**src/rtl/irq_pri_pkg.sv**
```systemverilog
// Shared definitions for the interrupt priority controller: state encoding,
// default request count and a constant-evaluable ceil(log2) helper.
package irq_pri_pkg;

   localparam int DEFAULT_N = 8;

   typedef enum logic {
      IDLE  = 1'b0,
      GRANT = 1'b1
   } state_e;

   function automatic int clog2(input int value);
      int result;
      result = 0;
      for (int i = 0; i < 31; i++) begin
         if ((32'sd1 <<< i) < value) begin
            result = i + 1;
         end else begin
            result = result;
         end
      end
      return result;
   endfunction

endpackage

```
**src/rtl/pri_rotate_enc.sv**
```systemverilog
// Combinational rotating priority encoder: searches downward from start_i,
// wrapping from 0 to N-1. Fixed-priority builds pin the start to N-1.
module pri_rotate_enc
   import irq_pri_pkg::*;
#(
   parameter int N           = DEFAULT_N,
   parameter int W           = clog2(N),
   parameter bit ROUND_ROBIN = 1'b0
) (
   input  logic [N-1:0] vec_i,
   input  logic [W-1:0] start_i,
   output logic [W-1:0] idx_o,
   output logic         any_o
);

   logic [W-1:0] start_s;

   assign start_s = ROUND_ROBIN ? start_i : W'(N - 1);

   // Indices above start rank below every index at or below start, so the
   // second pass overrides the first; within each pass the highest hit wins.
   always_comb begin
      idx_o = '0;
      any_o = 1'b0;
      for (int i = 0; i < N; i++) begin
         if (vec_i[i] && (i > int'(start_s))) begin
            idx_o = W'(i);
            any_o = 1'b1;
         end else begin
            idx_o = idx_o;
         end
      end
      for (int i = 0; i < N; i++) begin
         if (vec_i[i] && (i <= int'(start_s))) begin
            idx_o = W'(i);
            any_o = 1'b1;
         end else begin
            idx_o = idx_o;
         end
      end
   end

endmodule

```
**src/rtl/irq_priority_ctrl.sv**
```systemverilog
// Registered interrupt priority controller with pending latch, fixed or
// round-robin arbitration, valid/ack handshake and EI/EO/GS cascade.
module irq_priority_ctrl
   import irq_pri_pkg::*;
#(
   parameter int N           = DEFAULT_N,
   parameter int W           = clog2(N),
   parameter bit ROUND_ROBIN = 1'b0,
   parameter bit EDGE_MODE   = 1'b0
) (
   input  logic         iClk,
   input  logic         iRst,
   input  logic         iEI,
   input  logic [N-1:0] iData,
   input  logic [N-1:0] iMask,
   input  logic         iAck,
   output logic [W-1:0] oData,
   output logic         oValid,
   output logic         oGS,
   output logic         oEO,
   output logic [N-1:0] oPend
);

   state_e       state_q, state_d;
   logic [N-1:0] data_q;
   logic [N-1:0] pend_q, pend_d;
   logic [W-1:0] ptr_q, ptr_d;
   logic [W-1:0] idx_q, idx_d;
   logic         valid_q, valid_d;
   logic         gs_q, gs_d;
   logic         eo_q, eo_d;

   logic [N-1:0] set_s;
   logic [N-1:0] clr_s;
   logic [N-1:0] elig_s;
   logic [W-1:0] win_idx_s;
   logic         win_any_s;

   assign set_s  = EDGE_MODE ? (data_q & ~iData) : ~data_q;
   assign clr_s  = ((state_q == GRANT) && iAck) ? ({{(N-1){1'b0}}, 1'b1} << idx_q) : '0;
   assign elig_s = pend_q & ~iMask;

   pri_rotate_enc #(
      .N           (N),
      .W           (W),
      .ROUND_ROBIN (ROUND_ROBIN)
   ) u_enc (
      .vec_i   (elig_s),
      .start_i (ptr_q),
      .idx_o   (win_idx_s),
      .any_o   (win_any_s)
   );

   // Set is OR-ed after clear so a coincident new event survives the ack.
   always_comb begin
      state_d = state_q;
      idx_d   = idx_q;
      valid_d = valid_q;
      ptr_d   = ptr_q;
      pend_d  = (pend_q & ~clr_s) | set_s;
      case (state_q)
         IDLE: begin
            if (!iEI && win_any_s) begin
               state_d = GRANT;
               idx_d   = win_idx_s;
               valid_d = 1'b1;
            end else begin
               valid_d = 1'b0;
            end
         end
         GRANT: begin
            if (iAck) begin
               state_d = IDLE;
               valid_d = 1'b0;
               if (ROUND_ROBIN) begin
                  ptr_d = (idx_q == '0) ? W'(N - 1) : (idx_q - W'(1));
               end else begin
                  ptr_d = ptr_q;
               end
            end else if (iEI) begin
               state_d = IDLE;
               valid_d = 1'b0;
            end else begin
               valid_d = 1'b1;
            end
         end
         default: begin
            state_d = IDLE;
            valid_d = 1'b0;
         end
      endcase
      gs_d = ~valid_d;
      eo_d = iEI | valid_d | (|(pend_d & ~iMask));
   end

   // State, pending and output registers.
   always_ff @(posedge iClk or posedge iRst) begin
      if (iRst) begin
         state_q <= IDLE;
         data_q  <= '1;
         pend_q  <= '0;
         ptr_q   <= W'(N - 1);
         idx_q   <= '0;
         valid_q <= 1'b0;
         gs_q    <= 1'b1;
         eo_q    <= 1'b1;
      end else begin
         state_q <= state_d;
         data_q  <= iData;
         pend_q  <= pend_d;
         ptr_q   <= ptr_d;
         idx_q   <= idx_d;
         valid_q <= valid_d;
         gs_q    <= gs_d;
         eo_q    <= eo_d;
      end
   end

   assign oData  = idx_q;
   assign oValid = valid_q;
   assign oGS    = gs_q;
   assign oEO    = eo_q;
   assign oPend  = pend_q;

endmodule

```
**config.mk**
```make
export PLATFORM = sky130hd
export DESIGN_NAME = irq_priority_ctrl
export DESIGN_NICKNAME = d
export VERILOG_FILES = /design/src/rtl/irq_pri_pkg.sv /design/src/rtl/pri_rotate_enc.sv /design/src/rtl/irq_priority_ctrl.sv
export SDC_FILE = /design/constraint.sdc
export NUM_CORES = 1
export LEC_CHECK = 0
export ABC_CLOCK_PERIOD_IN_PS = 2680
export CORE_MARGIN = 8
export CORE_UTILIZATION = 47
export DETAILED_ROUTE_END_ITERATION = 10
export GPL_ROUTABILITY_DRIVEN = 0
export PLACE_DENSITY = 0.82
export SETUP_SLACK_MARGIN = 0.5
export SLEW_MARGIN = 20
export SYNTH_ARGS = -nofsm -noshare
export SYNTH_HDL_FRONTEND = slang
export SYNTH_SLANG_ARGS = --single-unit
```
**constraint.sdc**
```tcl
create_clock -name iClk -period 2.68 [get_ports iClk]
set_input_delay 0.536 -clock iClk [delete_from_list [all_inputs] [get_ports iClk]]
set_output_delay 0.536 -clock iClk [all_outputs]
set_load 0.05 [all_outputs]
```
==> results of run 1 <==
## cell usage after synthesis (all sizes together)
| master | instances | area share |
|---|---|---|
| a2111o | 1 | 0.011 |
| a211oi | 1 | 0.012 |
| a21oi | 8 | 0.039 |
| a221oi | 1 | 0.0086 |
| a311oi | 1 | 0.026 |
| a31oi | 1 | 0.0061 |
| a41oi | 1 | 0.0086 |
| and2b | 4 | 0.037 |
| buf | 1 | 0.011 |
| dfrtp | 12 | 0.29 |
| dfstp | 10 | 0.26 |
| inv | 7 | 0.026 |
| nand2 | 8 | 0.029 |
| nand2b | 3 | 0.018 |
| nand3 | 2 | 0.015 |
| nand4 | 1 | 0.0061 |
| nand4b | 2 | 0.017 |
| nor2 | 7 | 0.028 |
| nor2b | 9 | 0.055 |
| nor3b | 2 | 0.015 |
| nor4 | 1 | 0.021 |
| o21a | 1 | 0.0074 |
| o21ai | 3 | 0.015 |
| o21bai | 1 | 0.0074 |
| o22ai | 2 | 0.012 |
| o311ai | 1 | 0.0086 |
| o32ai | 1 | 0.0086 |
## state kept, by name, summed over array words and instances (netlist names)
name and count:
data_q 8, oData 3, oEO 1, oGS 1, oPend 8, oValid 1
## kinds of logic after synthesis
| logic type | Yosys count | share of synthesized area |
|---|---|---|
| AOI/OAI and AO/OA | 23 | 0.170 |
| and+or+nand+nor | 39 | 0.241 |
| DFF | 22 | 0.551 |
| buffers and inverters | 8 | 0.0368 |
## path summary, 6_finish.rpt
| kind | cells past startpoint | endpoint | from | slack (ps) |
|---|---|---|---|---|
| max | 1 | oPend[6] | oPend[6] | 570 |
| min | 1 | oPend[4] | data_q[4] | 460 |
| max reg2reg | 5 | oEO | oValid | 1040 |
| min reg2reg | 1 | oPend[4] | data_q[4] | 460 |
| max in group asynchronous | 2 | oData[2] | iRst | 1520 |
| min in group asynchronous | 2 | oData[1] | iRst | 670 |
## stage by stage
step                      cell area, sq um  total power (W)  hold slack [ps]
after floorplan                       1020         0.000494              420
after global placement                1380         0.000567              425
after detailed placement              1380         0.000569              437
after CTS                             1420         0.000818              466
after global routing                  1430         0.000845              473
final                                 1430         0.000812              464
## area by class of cell
class | instances | area (sq um) | share of cell area
multi-input cells | 62 | 420 | 0.294
clock inverters | 1 | 30.0 | 0.0210
clock buffers | 3 | 22.5 | 0.0157
repair buffers | 33 | 334 | 0.233
flip-flops and latches | 22 | 563 | 0.393
inverters | 7 | 26.3 | 0.0184
well taps | 28 | 35.0 | 0.0245
## layer usage
layer / global-route usage / vias up / part of all wire
met5: 0 / - / 0
met4: 0.0655 / 0 / 0.0070
met3: 0.0394 / 3 / 0.050
met2: 0.203 / 27 / 0.52
met1: 0.132 / 414 / 0.42
li1: - / 395 / -
## what timing repair did
| action | CTS | global route |
|---|---|---|
| resized for setup | 3 | 3 |
| setup endpoints to repair | 3 | 3 |
| endpoints found under the hold margin | 0 | 0 |
## power by group through the flow
stage                     logic [W]  registers [W]  clock network [W]
final                      0.000177       0.000383           0.000251
after global routing       0.000189       0.000387           0.000269
after detailed placement   0.000181       0.000388                  0
after global placement     0.000178       0.000388                  0
after CTS                  0.000180       0.000383           0.000255
after floorplan           0.0000641       0.000430                  0
==> impl_metrics.tcl, run 1 <==
set metrics [dict create \
    crit_buf_inv 1 \
    cp_top_family "buffers and inverters" \
    portBuffers 33 \
    clk_latency_ps 310 \
    antenna_found_initial 0 \
    num_vias 839 \
    fp.dieH_um 62.6 \
    final_common_cell "clkdlybuf4s50_1" \
    row_count 17 \
    dp_hpwl_um 1860 \
    syn_inst 92 \
    p_leak_nw 0.558 \
    tns_ps 0 \
    fp.coreArea_sq_um 2130 \
    hold_viol 0 \
    worst_ep_required_time_ps 2140 \
    drtIter0Drc 32 \
    synth_cell_types 30 \
    cts_tree "built" \
    path_class "register to output pin" \
    instances_no_fill 156 \
    postCtsHoldBufs 0 \
    drc 0 \
    rsz0062_at_grt "false" \
    power_frac_comb 0.219 \
    grt_pass1_wl_um 3900 \
    syn_nets 112 \
    pwr-share-seq 0.472 \
    finalNetCount 149 \
    drv_cap 0 \
    cp-end-kind "output pin" \
    slew_headroom 0.465 \
    track_usage 0.121 \
    slew_viol_final 0 \
    drive_above_1_share 0.172 \
    synth_area_sq_um 1020 \
    ir_drop_mv 0.399 \
    cts.sinks 22 \
    min_period_ps 2110 \
    timing.final.ws_setup_ps 567 \
    avgSynthCellArea_sq_um 11.1 \
    start_kind "register" \
    outcome "finished, final reports clean" \
    wl_per_cell_um 15.6 \
    yosys_warnings 0 \
    n_fill_cell 165 \
    p_switching_w 0.000227 \
    vias_per_cell 5.38 \
    crit_slowest_cell "clkdlybuf4s50_1" \
    hp-class "register to register" \
    power.clock.fraction 0.309 \
    overflow 0 \
    syn2layout_area_growth_pct 40.2 \
    skew_ps 3.51 \
    switching_share 0.280 \
    cts.htree.levels 1 \
    postCtsSetupBuffers 0 \
    setup_viol 0 \
    ios 34 \
    n_antenna_cell 0 \
    crit_path_max_fanout 6 \
    crit_chain "clkdlybuf4s50_1" \
    grt_pass1_vias 853 \
    die_w_um 62.6 \
    yosysSeqAreaShare 0.551 \
    clkTransAtPathRegs_ps 120 \
    power_density_nw_per_um2 567 \
    die-area_sq_um 3920 \
    final_util 0.673 \
    worst_pin_slew_ps 802 \
    ys_ff_latch 22 \
    start_util 0.480 \
    dr.pass1.iters 4 \
    cts_buffers 3 \
    cts-root-buf "clkbuf_4" \
    most-common-layout-cells "clkdlybuf4s50_1, dfrtp_1, dfstp_2, nor2b_1" \
    cts_buffer_depth 2 \
    numPlacedInstances 152 \
    cp_data_arrival_time_ps 1580 \
    grt_max_degree 23 \
    wl_um 2440 \
    ant_nets 0 \
    fmax_mhz 473 \
    p_int_w 0.000584 \
    min_period_over_period 0.788 \
    cpPeakStageDelay_ps 830 \
    dp_slack_ps 488 \
]
(Power assumes the default switching activity.)
==> inputs of run 2 (changes only) <==
- ABC_CLOCK_PERIOD_IN_PS: 2680 -> 1750
- CORE_UTILIZATION: 47 -> 40
- PLACE_DENSITY: 0.82 -> 0.74
- clock period: 2.68 -> 1.75 ns (I/O delays scaled with it)
==> impl_metrics.tcl, run 2 (synthesis results as in run 1) <==
set metrics [dict create \
    clk_latency_ps 300 \
    setup_viol 0 \
    crit_path_start "oData[0]" \
    drc 0 \
    cts_buffer_depth 2 \
    wl_um 3250 \
    final_util 0.704 \
    rr_worst_depth 5 \
    fmax_mhz 638 \
    numPlacedInstances 164 \
    grt_max_degree 23 \
    cts_buffers 3 \
    clkTransAtPathRegs_ps 120 \
    slew_viol_final 0 \
    ios 34 \
    fp.coreArea_sq_um 2450 \
    cp_data_arrival_time_ps 1790 \
    crit_slowest_cell "dfrtp_2" \
    start_util 0.416 \
    cp-end-kind "register" \
    min_period_ps 1570 \
    outcome "finished, final reports clean" \
    instances_no_fill 184 \
    dr.pass1.iters 4 \
    grt_pass1_wl_um 5160 \
    hp-class "input port to async pin" \
    row_count 18 \
    rsz0062_at_grt "true" \
    dp_hpwl_um 2050 \
    rrSetupSlack_ps 180 \
    die-area_sq_um 4420 \
    power_density_nw_per_um2 703 \
    syn2layout_area_growth_pct 69.4 \
    cts_tree "built" \
    final_common_cell "buf_4" \
    timing.final.ws_setup_ps 182 \
    placed_cell_area_sq_um 1480 \
    most-common-layout-cells "buf_4, dfrtp_2, clkdlybuf4s50_1, buf_6, dfstp_2" \
    path_class "register to register" \
    cts-root-buf "clkbuf_4" \
    antenna_found_initial 0 \
    ant_nets 0 \
    num_vias 976 \
    worst_pin_slew_ps 414 \
    vias_per_cell 5.30 \
    track_usage 0.153 \
    worst_ep_required_time_ps 1970 \
    cts.htree.levels 1 \
    drtIter0Drc 34 \
    die_w_um 66.5 \
    drv_cap 0 \
    crit_chain "and2b_4 > nand3_4 > a2111o_1 > a211oi_2 > nand4b_1" \
    p_leak_nw 0.759 \
    grt_pass1_vias 1131 \
    r2r-start "oData[0]" \
    fp.dieH_um 66.5 \
    dp_slack_ps -207 \
    skew_ps 5.98 \
    wl_per_cell_um 17.7 \
    slew_headroom 0.724 \
    fin_area_sq_um 1730 \
    min_period_over_period 0.896 \
    finalNetCount 176 \
    hold_viol 0 \
    ir_drop_mv 0.659 \
    portBuffers 33 \
    n_antenna_cell 0 \
    crit_path_max_fanout 3 \
    reg2reg_to "oEO" \
    cts.sinks 22 \
    overflow 0 \
    hold_ws_ps 366 \
    cpPeakStageDelay_ps 440 \
    drive_above_1_share 0.545 \
    start_kind "register" \
]
## run 2: timing repair
action	in CTS	in global routing
gates resized for setup	27	9
pin swaps	4	4
gates cloned	0	0
endpoints found under the setup margin	23	24
hold buffers	0	0
buffers inserted	13	4
## run 2: final cells by class
cell class / instances / area [sq um]
multi-input combinational: 62 / 488
clock buffer: 3 / 22.5
fill: 200 / 726
tap: 30 / 37.5
sequential: 22 / 578
inverter: 7 / 26.3
timing repair buffer: 60 / 577
## run 2: how the worst max path moves through the flow
stage | end | depth (start not counted) | slack, ps
floorplan | oEO | 5 | 150
global placement | oEO | 6 | -180
detailed placement | oEO | 6 | -210
CTS | oEO | 5 | 190
global route | oData[1] | 5 | 30
finish | oEO | 5 | 180
## run 2: where the power goes
group | switching (W) | total, W | leakage (nW) | internal [W]
combinational | 0.000206 | 0.000403 | 0.532 | 0.000196
sequential | 0.0000326 | 0.000585 | 0.213 | 0.000552
clock | 0.000148 | 0.000228 | 0.0138 | 0.0000801
total | 0.000386 | 0.00121 | 0.759 | 0.000828
## run 2: worst max-delay path: cells and delay by family (launching register included)
kind               cells  cell delay, ps
DFF                    1             440
AOI/OAI and AO/OA      2             560
and+or+nand+nor        3             490
## run 2: stage by stage
stage	setup TNS, ps	total power (W)
2_1_floorplan	0	0.000765
3_3_place_gp	-848	0.000901
3_5_place_dp	-1070	0.000906
4_1_cts	0	0.00118
5_1_grt	0	0.00127
6_report	0	0.00121
## run 2: metal layers
metal  GRT usage  vias to the layer above  part of all wire
met5           0                        -                 0
met4      0.0693                        0             0.024
met3      0.0470                       10             0.056
met2       0.274                       34              0.54
met1       0.159                      488              0.38
li1            -                      444                 -
